[src/rtl/pipe_ctrl_pkg.sv]
// Shared pipeline-control definitions: hazard FSM state encoding.
package pipe_ctrl_pkg;

  // Encoding 2'd3 is unused; the FSM treats it as RUN and returns there.
  typedef enum logic [1:0] {
    ST_RUN   = 2'd0,
    ST_WAIT  = 2'd1,
    ST_FAULT = 2'd2
  } hz_state_e;

endpackage

[src/rtl/load_use_detect.sv]
// Load-use hazard compare: a load in ID_EX whose destination feeds an ID source.
module load_use_detect (
  input  logic       ex_memread,
  input  logic [4:0] ex_rd,
  input  logic [4:0] id_rs1,
  input  logic [4:0] id_rs2,
  output logic       hazard
);

  // x0 is never a real dependency, so a load to x0 never stalls.
  always_comb begin
    hazard = ex_memread && (ex_rd != 5'd0) && ((ex_rd == id_rs1) || (ex_rd == id_rs2));
  end

endmodule

[src/rtl/hazard_ctrl.sv]
// Pipeline hazard controller: load-use bubbles, branch flushes, memory-wait stalls
// with a sticky timeout fault. Optional performance counters are built only when
// HAZARD_PERF_CNT_EN is defined; otherwise stall_cnt/flush_cnt read as zero.
module hazard_ctrl
  import pipe_ctrl_pkg::*;
#(
  parameter int unsigned WAIT_MAX = 15,
  parameter int unsigned CNT_W    = 16
) (
  input  logic             clk,
  input  logic             rst_n,
  input  logic [4:0]       id_rs1,
  input  logic [4:0]       id_rs2,
  input  logic [4:0]       ex_rd,
  input  logic             ex_memread,
  input  logic             ex_branch_taken,
  input  logic             mem_busy,
  output logic             pc_write,
  output logic             if_id_write,
  output logic             id_ex_write,
  output logic             if_id_flush,
  output logic             id_ex_flush,
  output logic [1:0]       state,
  output logic             fault,
  output logic [CNT_W-1:0] stall_cnt,
  output logic [CNT_W-1:0] flush_cnt
);

  localparam logic [CNT_W-1:0] WaitMaxC = CNT_W'(WAIT_MAX);

  hz_state_e        state_q;
  logic [CNT_W-1:0] wait_q;
  logic             fault_q;
  logic             load_use;
  logic             run_eval;

  load_use_detect u_load_use_detect (
    .ex_memread (ex_memread),
    .ex_rd      (ex_rd),
    .id_rs1     (id_rs1),
    .id_rs2     (id_rs2),
    .hazard     (load_use)
  );

  // FSM: state, wait counter and sticky fault; FAULT is left only through reset.
  always_ff @(posedge clk or negedge rst_n) begin
    if (!rst_n) begin
      state_q <= ST_RUN;
      wait_q  <= '0;
      fault_q <= 1'b0;
    end else begin
      case (state_q)
        ST_WAIT: begin
          if (!mem_busy) begin
            state_q <= ST_RUN;
          end else if (wait_q >= WaitMaxC) begin
            state_q <= ST_FAULT;
            fault_q <= 1'b1;
          end else begin
            wait_q <= wait_q + CNT_W'(1);
          end
        end
        ST_FAULT: begin
          state_q <= ST_FAULT;
        end
        default: begin
          if (mem_busy) begin
            state_q <= ST_WAIT;
            wait_q  <= '0;
          end else begin
            state_q <= ST_RUN;
          end
        end
      endcase
    end
  end

  // Enables and flushes: reset forces the quiet RUN pattern; the WAIT exit cycle
  // is decoded exactly like RUN.
  always_comb begin
    pc_write    = 1'b1;
    if_id_write = 1'b1;
    id_ex_write = 1'b1;
    if_id_flush = 1'b0;
    id_ex_flush = 1'b0;
    run_eval    = 1'b1;
    case (state_q)
      ST_WAIT:  run_eval = !mem_busy;
      ST_FAULT: run_eval = 1'b0;
      default:  run_eval = 1'b1;
    endcase
    if (rst_n) begin
      if (!run_eval || mem_busy) begin
        pc_write    = 1'b0;
        if_id_write = 1'b0;
        id_ex_write = 1'b0;
      end else if (ex_branch_taken) begin
        if_id_flush = 1'b1;
        id_ex_flush = 1'b1;
      end else if (load_use) begin
        pc_write    = 1'b0;
        if_id_write = 1'b0;
        id_ex_flush = 1'b1;
      end
    end
  end

  assign state = state_q;
  assign fault = fault_q;

`ifdef HAZARD_PERF_CNT_EN
  logic [CNT_W-1:0] stall_q;
  logic [CNT_W-1:0] flush_q;

  // Saturating event counters for stalled and flushed cycles.
  always_ff @(posedge clk or negedge rst_n) begin
    if (!rst_n) begin
      stall_q <= '0;
      flush_q <= '0;
    end else begin
      if (!pc_write && (stall_q != '1)) begin
        stall_q <= stall_q + CNT_W'(1);
      end
      if (if_id_flush && (flush_q != '1)) begin
        flush_q <= flush_q + CNT_W'(1);
      end
    end
  end

  assign stall_cnt = stall_q;
  assign flush_cnt = flush_q;
`else
  assign stall_cnt = '0;
  assign flush_cnt = '0;
`endif

endmodule

[config.mk]
export PLATFORM = sky130hd
export DESIGN_NAME = hazard_ctrl
export DESIGN_NICKNAME = d
export VERILOG_FILES = /design/src/rtl/pipe_ctrl_pkg.sv /design/src/rtl/load_use_detect.sv /design/src/rtl/hazard_ctrl.sv
export SDC_FILE = /design/constraint.sdc
export NUM_CORES = 1
export LEC_CHECK = 0
export ABC_CLOCK_PERIOD_IN_PS = 1600
export BUFFER_PORTS_ARGS = -buffer_cell sky130_fd_sc_hd__buf_4
export CAP_MARGIN = 10
export CELL_PAD_IN_SITES_DETAIL_PLACEMENT = 0
export CELL_PAD_IN_SITES_GLOBAL_PLACEMENT = 1
export CORE_MARGIN = 2
export CORE_UTILIZATION = 30
export CTS_CLUSTER_DIAMETER = 100
export DETAILED_ROUTE_END_ITERATION = 16
export PLACE_DENSITY_LB_ADDON = 0.1
export SETUP_SLACK_MARGIN = 0.02
export SYNTH_ARGS = -nofsm -noshare
export SYNTH_HDL_FRONTEND = slang
export SYNTH_SLANG_ARGS = --single-unit
export TNS_END_PERCENT = 5
[constraint.sdc]
create_clock -name clk -period 1.6 [get_ports clk]
set_input_delay 0.16 -clock clk [delete_from_list [all_inputs] [get_ports clk]]
set_output_delay 0.16 -clock clk [all_outputs]
set_load 0.05 [all_outputs]
Word-level counts from Yosys, hierarchy flattened --
Cells that the tools add are included.
Cells by class: multiplexer cells 22, bitwise operators 1, equality and inequality tests 6, $add $sub $neg 1, reduce and logical (&&, ||, !) cells 9, order comparisons 1
Operators with widths (count):
- $mux W16 | 3
- $pmux W16 S2 | 1
- $add A16 B1 Y16 const B | 1
- $ge A16 B4 Y1 const B | 1
- $mux W1 | 14
- $eq A5 B5 Y1 | 2
- $reduce_and A3 Y1 | 2
- $reduce_bool A5 Y1 | 1
- $mux W2 | 2
- $pmux W2 S2 | 1
- $ne A3 B3 Y1 const B | 1
- $eq A2 B1 Y1 const B | 1
- $eq A2 B2 Y1 const B | 1
- $logic_and A1 B1 Y1 | 2
- $logic_not A1 Y1 | 2
- $logic_or A1 B1 Y1 | 2
- $ne A2 B2 Y1 const B | 1
- $pmux W1 S2 | 1
- $not A1 Y1 | 1
Word-level totals: output and inout port bits 40, register bits 19, word-level logic and storage cells 43, input port bits 20

Longest topological paths before layout --
depth in word-level cells 7, mapped depth 8, gate-level depth less buffers 6

Cells and area by module --
From an unflattened synthesis, not the netlist that was laid out.
Unflattened totals: cell total of the unflattened synthesis 132, area total of the unflattened synthesis 1263.7 um^2
Modules (own cells, without submodules):
- hazard_ctrl | area each 1138.6 um^2, seq. area each 475.5 um^2, times used 1, cells an instance 115
- load_use_detect | area each 125.1 um^2, seq. area each 0.0 um^2, times used 1, cells an instance 17

Worst setup path before layout --
No wires, ideal clock.
kind flip-flop to output port, start point register state_q[0] (netlist: state[0]), end point output port pc_write, required time 1.440 ns, setup slack -1.269 ns, buffers on the path 2, data arrival time 2.709 ns, stages on the path, launching flop included 8, cells stage by stage dfrtp_1 > ha_1 > clkbuf_1 > inv_1 > a21oi_1 > nand2b_1 > o41a_1 > buf_4
On the way: word-level cells in the longest chain between the ends 6
RTL lines:
- start, declared | line hazard_ctrl.sv:31 | hz_state_e state_q;
- start signal, assigned | line hazard_ctrl.sv:48 | state_q <= ST_RUN;
- start signal, assigned | line hazard_ctrl.sv:55 | state_q <= ST_RUN;
- start signal, assigned | line hazard_ctrl.sv:57 | state_q <= ST_FAULT;
- $eq A2 B2 Y1 / $eq A2 B1 Y1 (equally long branches) | line hazard_ctrl.sv:87 | case (state_q)
- $pmux W1 S2 (*) | line hazard_ctrl.sv:87
- $logic_not A1 Y1 (*) | line hazard_ctrl.sv:93 | if (!run_eval || mem_busy) begin
- $logic_or A1 B1 Y1 (*) | line hazard_ctrl.sv:93
- $mux W1 (*) (2 in a row)
- end, declared | line hazard_ctrl.sv:18 | output logic pc_write,
Mark *: on every way between the ends. The rest lies on a longest branch, timed or not.

Worst setup path after layout --
start point register state_q[1] (netlist: state[1]), end point output port id_ex_flush
On the way: word-level cells in the longest chain between the ends 6
RTL lines:
- $eq A2 B2 Y1 / $eq A2 B1 Y1 (equally long branches) | line hazard_ctrl.sv:87
- $pmux W1 S2 (*) | line hazard_ctrl.sv:87
- $logic_not A1 Y1 (*) | line hazard_ctrl.sv:93
- $logic_or A1 B1 Y1 (*) | line hazard_ctrl.sv:93
- $mux W1 (*) | line hazard_ctrl.sv:93
- $mux W1 (*) | line hazard_ctrl.sv:92 | if (rst_n) begin
- end, declared | line hazard_ctrl.sv:22 | output logic id_ex_flush,
Marked as above.

==> metrics <==
Die Height=about 70 µm; P&R area growth vs syn=26.9%; Crit path arrival time=1.58 ns; clock tree buffer depth=2; crit end category=output port; ANT nets after route=0; total die area=around 5000 µm²; gr usage total=11.5%; reg2reg path depth=4; WL final=2510 µm; # Max-Cap Violations=0; worst vdd ir=about 0.24 mV; CTS Buf Count=3; library cells used by synthesis=32; initial core utilization=31.9%; Final Slew Violations=0; CTS tree=yes; minimum clock period=1.74 ns; DR iter-0 viols=35; Crit Path Category=reg -> out; Clock Latency Late Sink=0.26 ns; Ant. Diodes=0; vias per cell=4.15; slowest CP cell=dfrtp_2; TritonRoute pass-1 iters=3; Fmax achieved=approximately 580 MHz; endpoints failing setup=4; Syn. warnings=0; # IOs=60; initial antenna violation count=0; share of the synthesized area in the top cell type=36.5%; CTS root buffer=clkbuf_8; Cells after Synth=approximately 130; worst hold-check path type=in -> reg; crit-path cells=inv_2, ha_4, inv_4, a21oi_4, and3_4, o21bai_2, buf_6; Worst EP required=approximately 1.4 ns; failing checks=setup timing; sequential area share after synthesis=36.5%; die width=roughly 70 µm; # nets final=approximately 200; hold-critical path depth=2; Port Buffer Count=27; Setup Total Neg Slack=-0.439 ns; commonest non-fill, non-tap cell in the layout=buf_4; Synth area leader=dfrtp_1; via count=918; PD cells=770 nW/µm²; post-layout util=between 40% and 50%; DPL Wire Length=approximately 2000 µm; Placement Setup Slack=0.0110 ns; global-route wire length before repair=4510 µm; worst-path maximum fanout=3; top cells by area, synth=dfrtp_1 36%, buf_4 19%, xor2_1 6.7%; fin cells=221; leak pwr=0.849 nW; final setup margin=-0.138 ns; most frequent cells in the layout=34 x buf_4, 32 x conb_1, 17 x dfrtp_1, 13 x nor2b_1, 10 x xor2_1; crit path launch type=register; layout cells sized above 1=35.7%; fill count=400; RSZ-0062 raised after global routing=true; aggregate global routing overflow=0; final-report hold violation count=0; clock sinks=19; cell count after placement=roughly 210; Largest stage delay, worst path=between 0.4 and 0.5 ns; cell area after synthesis=1300 µm²; clk_skew=0.00261 ns; Core ar.=4090 µm²; vias in the first global route=960; clock slew at reported path FFs=0.07 ns; largest net degree at the start of global routing=18; DRC Markers=0; Final Power=1.27 mW; drt wl/cell=11.3 µm; Routability Congestion=approximately 0.72; syn avg cell area=9.80 µm²; H-tree Lvls=1; period utilization=109%; row count=23; status=finished, violations left; #FFs+latches synth=19
## repair_timing
| action | CTS | global route |
|---|---|---|
| pin swaps | 1 | 1 |
| setup endpoints to repair | 5 | 10 |
| buffers inserted | 2 | 0 |
| resized for setup | 8 | 4 |
| hold buffers | 1 | 0 |
| hold endpoints to repair | 19 | 0 |
## worst max-delay path: cells and delay by family (launching register included)
kind | cells | cell delay (ns)
buffers and inverters | 3 | 0.29
DFF | 1 | 0.44
and+or+nand+nor | 1 | 0.20
adders and majority gates | 1 | 0.14
AOI/OAI and AO/OA | 2 | 0.25
## cell type report
type / count / area, µm² / share of cell area [%]
clock inverters: 1 / 5.00 / 0.303
multi-input cells: 105 / 739 / 44.7
well taps: 50 / 62.6 / 3.78
inverters: 4 / 17.5 / 1.06
repair buffers: 39 / 310 / 18.8
clock buffers: 3 / 41.3 / 2.50
flip-flops and latches: 19 / 478 / 28.9
## per-stage QoR
step / hold WS [ns] / area (µm²)
6_report: 0.195 / 1650
3_5_place_dp: -0.0189 / 1540
2_1_floorplan: -0.136 / 1480
3_3_place_gp: -0.0191 / 1540
5_1_grt: 0.202 / 1650
4_1_cts: 0.189 / 1640
## per-layer routing
metal  GRT usage (%)  share of wire, %  up-vias
met5               0                 0        -
met4            5.77               3.0        0
met3            1.59               4.0        6
met2            20.1                51       33
met1            13.8                41      420
li1                -                 -      459
## power breakdown
| group | switching, mW | total [mW] | leakage, nW | internal, mW |
|---|---|---|---|---|
| registers | 0.0104 | 0.502 | 0.260 | 0.491 |
| clock network | 0.167 | 0.340 | 0.0255 | 0.173 |
| logic | 0.306 | 0.432 | 0.563 | 0.126 |
## final timing paths
path | from | to | slack, ns
hold / removal | mem_busy | state[0] | 0.19
max in group asynchronous | rst_n | state[1] | 0.83
setup reg to reg | wait_q[12] | wait_q[3] | 0.05
setup / recovery | state[1] | id_ex_flush | -0.14
min in group asynchronous | rst_n | fault | 0.30
hold reg to reg | fault | fault | 0.50
## cell families after synthesis
family          share of synthesized area, %
simple gates                            22.2
buf+inv                                 21.1
flops                                   36.5
compound gates                          8.06
xor+xnor                                6.72
fa+ha+maj                               2.88
mux                                     2.30
other cells                            0.288
## flip-flops by register name, indices dropped and copies added (netlist names)
signal  count
wait_q     16
state       2
fault       1
## synthesized netlist by cell type
cell       count
o21ai_0        5
and2_1         1
nand2b_1       3
clkbuf_1       2
a21oi_1        1
nand3_1        4
nand4b_1       1
o21bai_1       2
xor2_1        10
dfrtp_1       19
o41a_1         1
buf_2          1
nor4_4         3
inv_1          4
a22oi_1        1
and3_1         1
and4_1         1
ha_1           3
o2111ai_1      1
a21boi_0       1
nor3_1         2
nor2b_1       13
a31o_2         1
nand2_1        6
mux2i_1        3
nor2_1         4
buf_4         33
o211ai_1       1
o32ai_1        1
or4_1          2
nand4_2        1
conb_1         1
Note: power is estimated with default switching activity, not from simulation.
